===== src/rtl/sync_fifo_ctrl.sv =====
// rtl/sync_fifo_ctrl.sv - single-clock FIFO with fill count, thresholds, sticky errors and selectable read mode
//
// Purpose: same-clock FIFO. Pointers carry an extra wrap bit, so all
//          2**ADDR_WIDTH entries are usable.
// Ports:
//   clk          in   clock, rising edge
//   reset        in   synchronous, active-high
//   wr_en / din  in   write request / write data
//   rd_en        in   read request (FWFT=1: pop of the head word)
//   dout         out  read data
//   dout_valid   out  dout holds a valid word
//   full, empty  out  count == DEPTH / count == 0
//   almost_full  out  count >= AFULL_LEVEL
//   almost_empty out  count <= AEMPTY_LEVEL
//   count        out  stored words, 0..DEPTH
//   overflow     out  sticky: write attempted while full
//   underflow    out  sticky: read attempted while empty
//   err_clr      in   clears overflow/underflow
module sync_fifo_ctrl #(
  parameter int ADDR_WIDTH   = 6,
  parameter int DATA_WIDTH   = 8,
  parameter int AFULL_LEVEL  = (2 ** ADDR_WIDTH) - 4,
  parameter int AEMPTY_LEVEL = 4,
  parameter int FWFT         = 0
) (
  input  logic                  clk,
  input  logic                  reset,
  input  logic                  wr_en,
  input  logic [DATA_WIDTH-1:0] din,
  input  logic                  rd_en,
  output logic [DATA_WIDTH-1:0] dout,
  output logic                  dout_valid,
  output logic                  full,
  output logic                  empty,
  output logic                  almost_full,
  output logic                  almost_empty,
  output logic [ADDR_WIDTH:0]   count,
  output logic                  overflow,
  output logic                  underflow,
  input  logic                  err_clr
);

  localparam int DEPTH = 2 ** ADDR_WIDTH;
  localparam logic [ADDR_WIDTH:0] C_AFULL  = (ADDR_WIDTH + 1)'(AFULL_LEVEL);
  localparam logic [ADDR_WIDTH:0] C_AEMPTY = (ADDR_WIDTH + 1)'(AEMPTY_LEVEL);

  logic [DATA_WIDTH-1:0] r_mem [DEPTH];
  logic [ADDR_WIDTH:0]   r_wptr;
  logic [ADDR_WIDTH:0]   r_rptr;
  logic                  r_overflow;
  logic                  r_underflow;

  logic [ADDR_WIDTH:0]   w_count;
  logic                  w_empty;
  logic                  w_full;
  logic                  w_wen;
  logic                  w_ren;

  // All flags decode from the registered pointers only.
  assign w_empty = (r_wptr == r_rptr);
  // Same slot, opposite lap: writer is exactly one lap ahead.
  assign w_full  = (r_wptr[ADDR_WIDTH-1:0] == r_rptr[ADDR_WIDTH-1:0]) &&
                   (r_wptr[ADDR_WIDTH] != r_rptr[ADDR_WIDTH]);
  // Modulo subtraction yields 0..DEPTH thanks to the wrap bit.
  assign w_count = r_wptr - r_rptr;

  // Acceptance uses start-of-cycle flags; a same-cycle read never frees
  // room for a write, nor does a same-cycle write feed a read.
  assign w_wen = wr_en && !w_full  && !reset;
  assign w_ren = rd_en && !w_empty && !reset;

  always_ff @(posedge clk) begin
    if (reset) begin
      r_wptr <= '0;
      r_rptr <= '0;
    end else begin
      if (w_wen) r_wptr <= r_wptr + 1'b1;
      if (w_ren) r_rptr <= r_rptr + 1'b1;
    end
  end

  // Storage is not reset; stale contents are unreachable once pointers clear.
  always_ff @(posedge clk) begin
    if (w_wen) r_mem[r_wptr[ADDR_WIDTH-1:0]] <= din;
  end

  // Sticky errors: a new offence in the clearing cycle wins over err_clr.
  always_ff @(posedge clk) begin
    if (reset) begin
      r_overflow  <= 1'b0;
      r_underflow <= 1'b0;
    end else begin
      if (wr_en && w_full)      r_overflow <= 1'b1;
      else if (err_clr)         r_overflow <= 1'b0;
      if (rd_en && w_empty)     r_underflow <= 1'b1;
      else if (err_clr)         r_underflow <= 1'b0;
    end
  end

  generate
    if (FWFT == 0) begin : g_registered
      logic [DATA_WIDTH-1:0] r_dout;
      logic                  r_dout_valid;

      always_ff @(posedge clk) begin
        if (reset) begin
          r_dout       <= '0;
          r_dout_valid <= 1'b0;
        end else begin
          r_dout_valid <= w_ren;
          if (w_ren) r_dout <= r_mem[r_rptr[ADDR_WIDTH-1:0]];
        end
      end

      assign dout       = r_dout;
      assign dout_valid = r_dout_valid;
    end else begin : g_fwft
      // Head word is always presented; rd_en acknowledges it.
      assign dout       = r_mem[r_rptr[ADDR_WIDTH-1:0]];
      assign dout_valid = !w_empty;
    end
  endgenerate

  assign full         = w_full;
  assign empty        = w_empty;
  assign count        = w_count;
  assign almost_full  = (w_count >= C_AFULL);
  assign almost_empty = (w_count <= C_AEMPTY);
  assign overflow     = r_overflow;
  assign underflow    = r_underflow;

endmodule

===== config.mk =====
export PLATFORM = sky130hd
export DESIGN_NAME = sync_fifo_ctrl
export DESIGN_NICKNAME = d
export VERILOG_FILES = /design/src/rtl/sync_fifo_ctrl.sv
export SDC_FILE = /design/constraint.sdc
export NUM_CORES = 1
export LEC_CHECK = 0
export ABC_AREA = 1
export CORE_ASPECT_RATIO = 1.4
export CORE_UTILIZATION = 25
export DETAILED_ROUTE_END_ITERATION = 6
export HOLD_SLACK_MARGIN = 0.03
export PLACE_DENSITY = 0.42
export SYNTH_ARGS = -nofsm -noshare
export SYNTH_HDL_FRONTEND = slang
export SYNTH_SLANG_ARGS = --single-unit

===== constraint.sdc =====
create_clock -name clk -period 8.41 [get_ports clk]
set_input_delay 1.2615 -clock clk [delete_from_list [all_inputs] [get_ports clk]]
set_output_delay 1.2615 -clock clk [all_outputs]
set_load 0.005 [all_outputs]

==> results of run 1 <==
metrics by stage:
stage          setup WS (ps)  cells  util (%)  cell area, um2
2_1_floorplan           5131   2317         -           23540
6_report                3199   3564     28.64           26580
4_1_cts                 3159   3564     28.64           26580
3_5_place_dp            3150   3469     26.79           24870
5_1_grt                 2893   3564     28.64           26580
3_3_place_gp            3187   3469     26.79           24870
flip-flops by register name (all words and copies together), names as in the netlist:
signal,flops
dout,8
dout_valid,1
overflow,1
r_mem,512
r_rptr,7
r_wptr,7
underflow,1
synth_stat cells (2+ instances only):
master / n / share of area (%)
nand2_2: 2 / 0.053
o21ai_1: 8 / 0.17
dfxtp_1: 25 / 2.1
buf_1: 5 / 0.080
a21oi_1: 20 / 0.43
buf_4: 23 / 0.73
nand3_2: 2 / 0.085
nand3_1: 251 / 5.3
nand4_1: 7 / 0.19
inv_1: 267 / 4.3
nor2_2: 3 / 0.080
nor3_1: 3 / 0.064
clkinv_1: 5 / 0.080
ha_1: 8 / 0.43
a21oi_2: 4 / 0.15
xor2_1: 6 / 0.22
xnor2_1: 2 / 0.074
edfxtp_1: 512 / 65
nand4_4: 3 / 0.27
nor2_4: 2 / 0.096
clkbuf_1: 14 / 0.22
o21ai_0: 47 / 1.0
buf_6: 12 / 0.57
buf_2: 53 / 1.1
nand2_1: 777 / 12
nor2_1: 240 / 3.8
inv_2: 3 / 0.048
worst paths after layout:
check	from	end	cells past startpoint
worst max-delay path	r_rptr[2]	almost_empty	10
worst min-delay path	underflow	underflow	2
worst max register to register	r_rptr[2]	r_mem[43][0]	7
worst min register to register	underflow	underflow	2
layer usage:
metal	vias to the layer above	part of all wire (%)
met5	-	0
met2	353	51
met3	139	3.5
met4	0	4.2
met1	7634	41
li1	7528	-
where the power goes:
part	total [W]	internal (W)	switching, W
Sequential	0.00297	0.00294	0.0000281
Combinational	0.000787	0.000228	0.000560
Clock	0.00239	0.00133	0.00106
Total	0.00614	0.00450	0.00165
critical path, cell delays in order (launching register included):
cell             delay, ps
dfxtp_2                330
clkinv_1               780
ha_1                   780
a21oi_1                100
o21bai_1               200
nand2_1                 90
nand2_1                 80
xor2_1                 180
inv_1                   80
nor3_1                 170
clkdlybuf4s50_1        540
area by class of cell:
cell class	count	area [um2]
fill	9733	66240
sequential	537	15880
multi-input combinational	1396	5981
tap	1206	1509
clock buffer	58	1324
inverter	277	1052
timing repair buffer	53	442.9
clock inverter	37	390.4
cells by family (layout without fill, tap and decap cells):
kind of cell               count (synthesis)  in the layout
AOI/OAI and AO/OA                         84             84
adders and majority gates                  9              9
DFF                                      537            537
xor gates and xnor gates                   9              9
and+or+nand+nor                         1294           1294
buffers and inverters                    384            425
==> results_dict.tcl, run 1 <==
set metrics [dict create \
    outcome "finished, final reports clean" \
    synthSimpleGateAreaFrac_pct 22.59 \
    initial_core_util_pct 25.36 \
    grt_pass1_wl_um 104600 \
    grt_pass1_vias 16430 \
    cp_data_required_time_ps 7150 \
    clock_skew_ps 24.86 \
    grt.met2_usage_pct 27.26 \
    busiest_layer "met2" \
    fin_crit_ps 5211 \
    grt.overflow.total 0 \
    ir_drop_mv 0.1622 \
    core_um2 92820 \
    grt_util_all_layers_pct 14.95 \
    tns_ps 0 \
    synth_compound_area_share_pct 1.908 \
    viasPerCell 4.392 \
    cts_buffer_depth 3 \
    max-slew-margin-rel_pct 23.16 \
    hold_viol 0 \
    maxSlewViolCount 0 \
    synth_cell_types 40 \
    synth_top_family_by_area "simple AND/OR/NAND/NOR gates" \
    netlist_area_um2 23540 \
    grt_max_degree 142 \
    async_flop_share_pct 0 \
    drive_gt1_share_pct 5.937 \
    setup_violations 0 \
    cts_buffers 51 \
    layout_common_cells "777 x nand2_1, 512 x edfxtp_1, 267 x inv_1" \
    use_met3_pct 1.688 \
    hold_buffers 0 \
    syn_nets 2339 \
    crit_type "flip-flop to output port" \
    place_hpwl_um 43850 \
    cts_tree "built" \
    ioPinCount 35 \
    netlist_instances 2317 \
    synth_xor_area_share_pct 0.3667 \
    hold_path.class "flip-flop to flip-flop" \
    cp_max_fo 27 \
    p_per_area_nw_per_um2 231.1 \
    h-tree-depth 2 \
    drcViolationCount 0 \
    use_met1_pct 17.47 \
    crit_arrival_ps 3950 \
    clk_pin_slew_ps 70 \
    synthAdderAreaFrac_pct 0.5103 \
    nets 2338 \
    antenna_found_initial 0 \
    die_x_um 261.3 \
    maxCapViolCount 0 \
    ys.flop_type "edfxtp_1" \
    post_cts_resized 0 \
    gp_congestion 0.8356 \
    num_antenna_cells 0 \
    synth_seq_area_share_pct 67.44 \
    start_kind "flip-flop" \
    yosysWarnings 0 \
    muxShareOfSynthArea_pct 0 \
    reg2reg_slack_ps 3400 \
    syn_area_per_cell_um2 10.16 \
    fmax_mhz 191.9 \
    drt_iter0_markers 1040 \
    ys_ff_latch 537 \
    detail_route.wirelength_um 70640 \
    io_buffers 34 \
    ant_nets 0 \
    post_drt_wl_per_cell_um 19.82 \
    firstDrtPassIters 6 \
    tightestPinTransition_ps 1144 \
    insertion_delay_ps 630 \
    rows 132 \
    die_area_um2 95410 \
    cts_setup_buffers 0 \
    critPathCaptureType "output port" \
    cts.sinks 537 \
    leakage_nw 10.28 \
    holdWs_ps 469.5 \
    fin_crit_sh_pct 61.96 \
    area_growth_pct 12.93 \
    power_w 0.006144 \
    ctsRootBufferMaster "clkbuf_16" \
    route.vias.total 15650 \
    rsz0062_at_grt "no" \
    layout_commonest_cell "nand2_1" \
    die_height_um 365.1 \
    synth_edf_count 512 \
]
No activity file was read; power rests on OpenSTA's default activity.
==> run 2: changes to the inputs <==
- PLACE_DENSITY: 0.42 -> 0.43
- clock period: 8.41 -> 4.29 ns (I/O delays scaled with it)
==> results_dict.tcl, run 2 (synthesized netlist as in run 1, its figures left out) <==
set metrics [dict create \
    outcome "finished, final reports clean" \
    io_buffers 34 \
    final_area_um2 26740 \
    detail_route.wirelength_um 69970 \
    cts_buffer_depth 3 \
    ir_drop_mv 0.2700 \
    tightestPinTransition_ps 1074 \
    crit_arrival_ps 3330 \
    cts_setup_buffers 0 \
    cts.sinks 537 \
    leakage_nw 10.39 \
    num_antenna_cells 0 \
    clk_pin_slew_ps 70 \
    hold_viol 0 \
    fin_crit_sh_pct 92.70 \
    drt_iter0_markers 1089 \
    initial_core_util_pct 25.36 \
    largest_register_ffs 512 \
    antenna_found_initial 0 \
    ctsRootBufferMaster "clkbuf_16" \
    post_cts_resized 0 \
    viasPerCell 4.389 \
    post_drt_wl_per_cell_um 19.51 \
    clock_skew_ps 23.46 \
    ant_nets 0 \
    die_area_um2 95410 \
    nets 2360 \
    crit_type "flip-flop to output port" \
    maxCapViolCount 0 \
    max-slew-margin-rel_pct 28.38 \
    gp_congestion 0.8419 \
    grt_pass1_vias 16190 \
    rsz0062_at_grt "no" \
    fmax_mhz 251.5 \
    hold_path.class "flip-flop to flip-flop" \
    h-tree-depth 2 \
    grt_max_degree 175 \
    setup_violations 0 \
    drcViolationCount 0 \
    insertion_delay_ps 590 \
    firstDrtPassIters 5 \
    layout_common_cells "777 x nand2_1, 512 x edfxtp_1, 267 x inv_1" \
    ioPinCount 35 \
    drive_gt1_share_pct 6.387 \
    hold_buffers 0 \
    cts_buffers 50 \
    fin_crit_ps 3977 \
    tns_ps 0 \
    die_height_um 365.1 \
    area_growth_pct 13.60 \
    die_x_um 261.3 \
    cp_data_required_time_ps 3650 \
    maxSlewViolCount 0 \
    place_area_um2 25070 \
    grt_util_all_layers_pct 14.72 \
    route.vias.total 15740 \
    p_per_area_nw_per_um2 449.6 \
    cp_max_fo 14 \
    start_kind "flip-flop" \
    rows 132 \
    grt.overflow.total 0 \
    cts_tree "built" \
    critPathCaptureType "output port" \
    core_um2 92820 \
    layout_commonest_cell "nand2_1" \
    n_fill_cell 9763 \
    grt_pass1_wl_um 103800 \
    place_hpwl_um 43460 \
]
## run 2: final cells by class
type / instances / area, um2 / area share (%)
flip-flops and latches: 537 / 15880 / 59.39
multi-input cells: 1396 / 5976 / 22.35
well taps: 1206 / 1509 / 5.643
clock buffers: 67 / 1379 / 5.156
inverters: 277 / 1052 / 3.935
repair buffers: 76 / 653.1 / 2.442
clock inverters: 27 / 290.3 / 1.085
## run 2: worst paths after layout
kind | startpoint | to | slack [ps] | depth (start not counted)
worst max-delay path | r_rptr[4] | almost_full | 310 | 10
worst min-delay path | overflow | overflow | 480 | 2
worst min register to register | overflow | overflow | 480 | 2
worst max register to register | r_rptr[4] | r_mem[37][5] | 520 | 10
## run 2: routing by layer
layer  global-route usage [%]  wire length, um  up-vias
li1                         -                -     7582
met1                    17.35            28590     7724
met2                    27.49            37050      320
met3                    1.155             1915      112
met4                    5.495             2419        0
met5                        0                0        -
## run 2: per-stage QoR
stage                     power [W]  hold WS [ps]  util (%)  setup WS, ps  cells
final                       0.01202         476.2     28.81         313.2   3586
after global placement     0.007569         461.6     27.01         633.6   3492
after floorplan            0.006927         459.7         -          1629   2317
after CTS                   0.01216         481.3     28.81         270.6   3586
after global routing        0.01247         501.0     28.81         17.99   3586
after detailed placement   0.007566         471.3     27.01         533.2   3492
## run 2: critical path, stage by stage (launching register included)
cell and delay [ps]:
dfxtp_1 640, clkinv_1 290, ha_1 440, nand2_1 70, inv_1 70, nand4_1 70
nand3_1 100, xor2_1 310, inv_1 60, o21ai_0 150, clkdlybuf4s50_1 530
## run 2: report_power, final
part	switching [W]	internal [W]	total (W)
combinational	0.00116	0.000473	0.00163
sequential	0.0000376	0.00576	0.00580
clock	0.00197	0.00263	0.00459
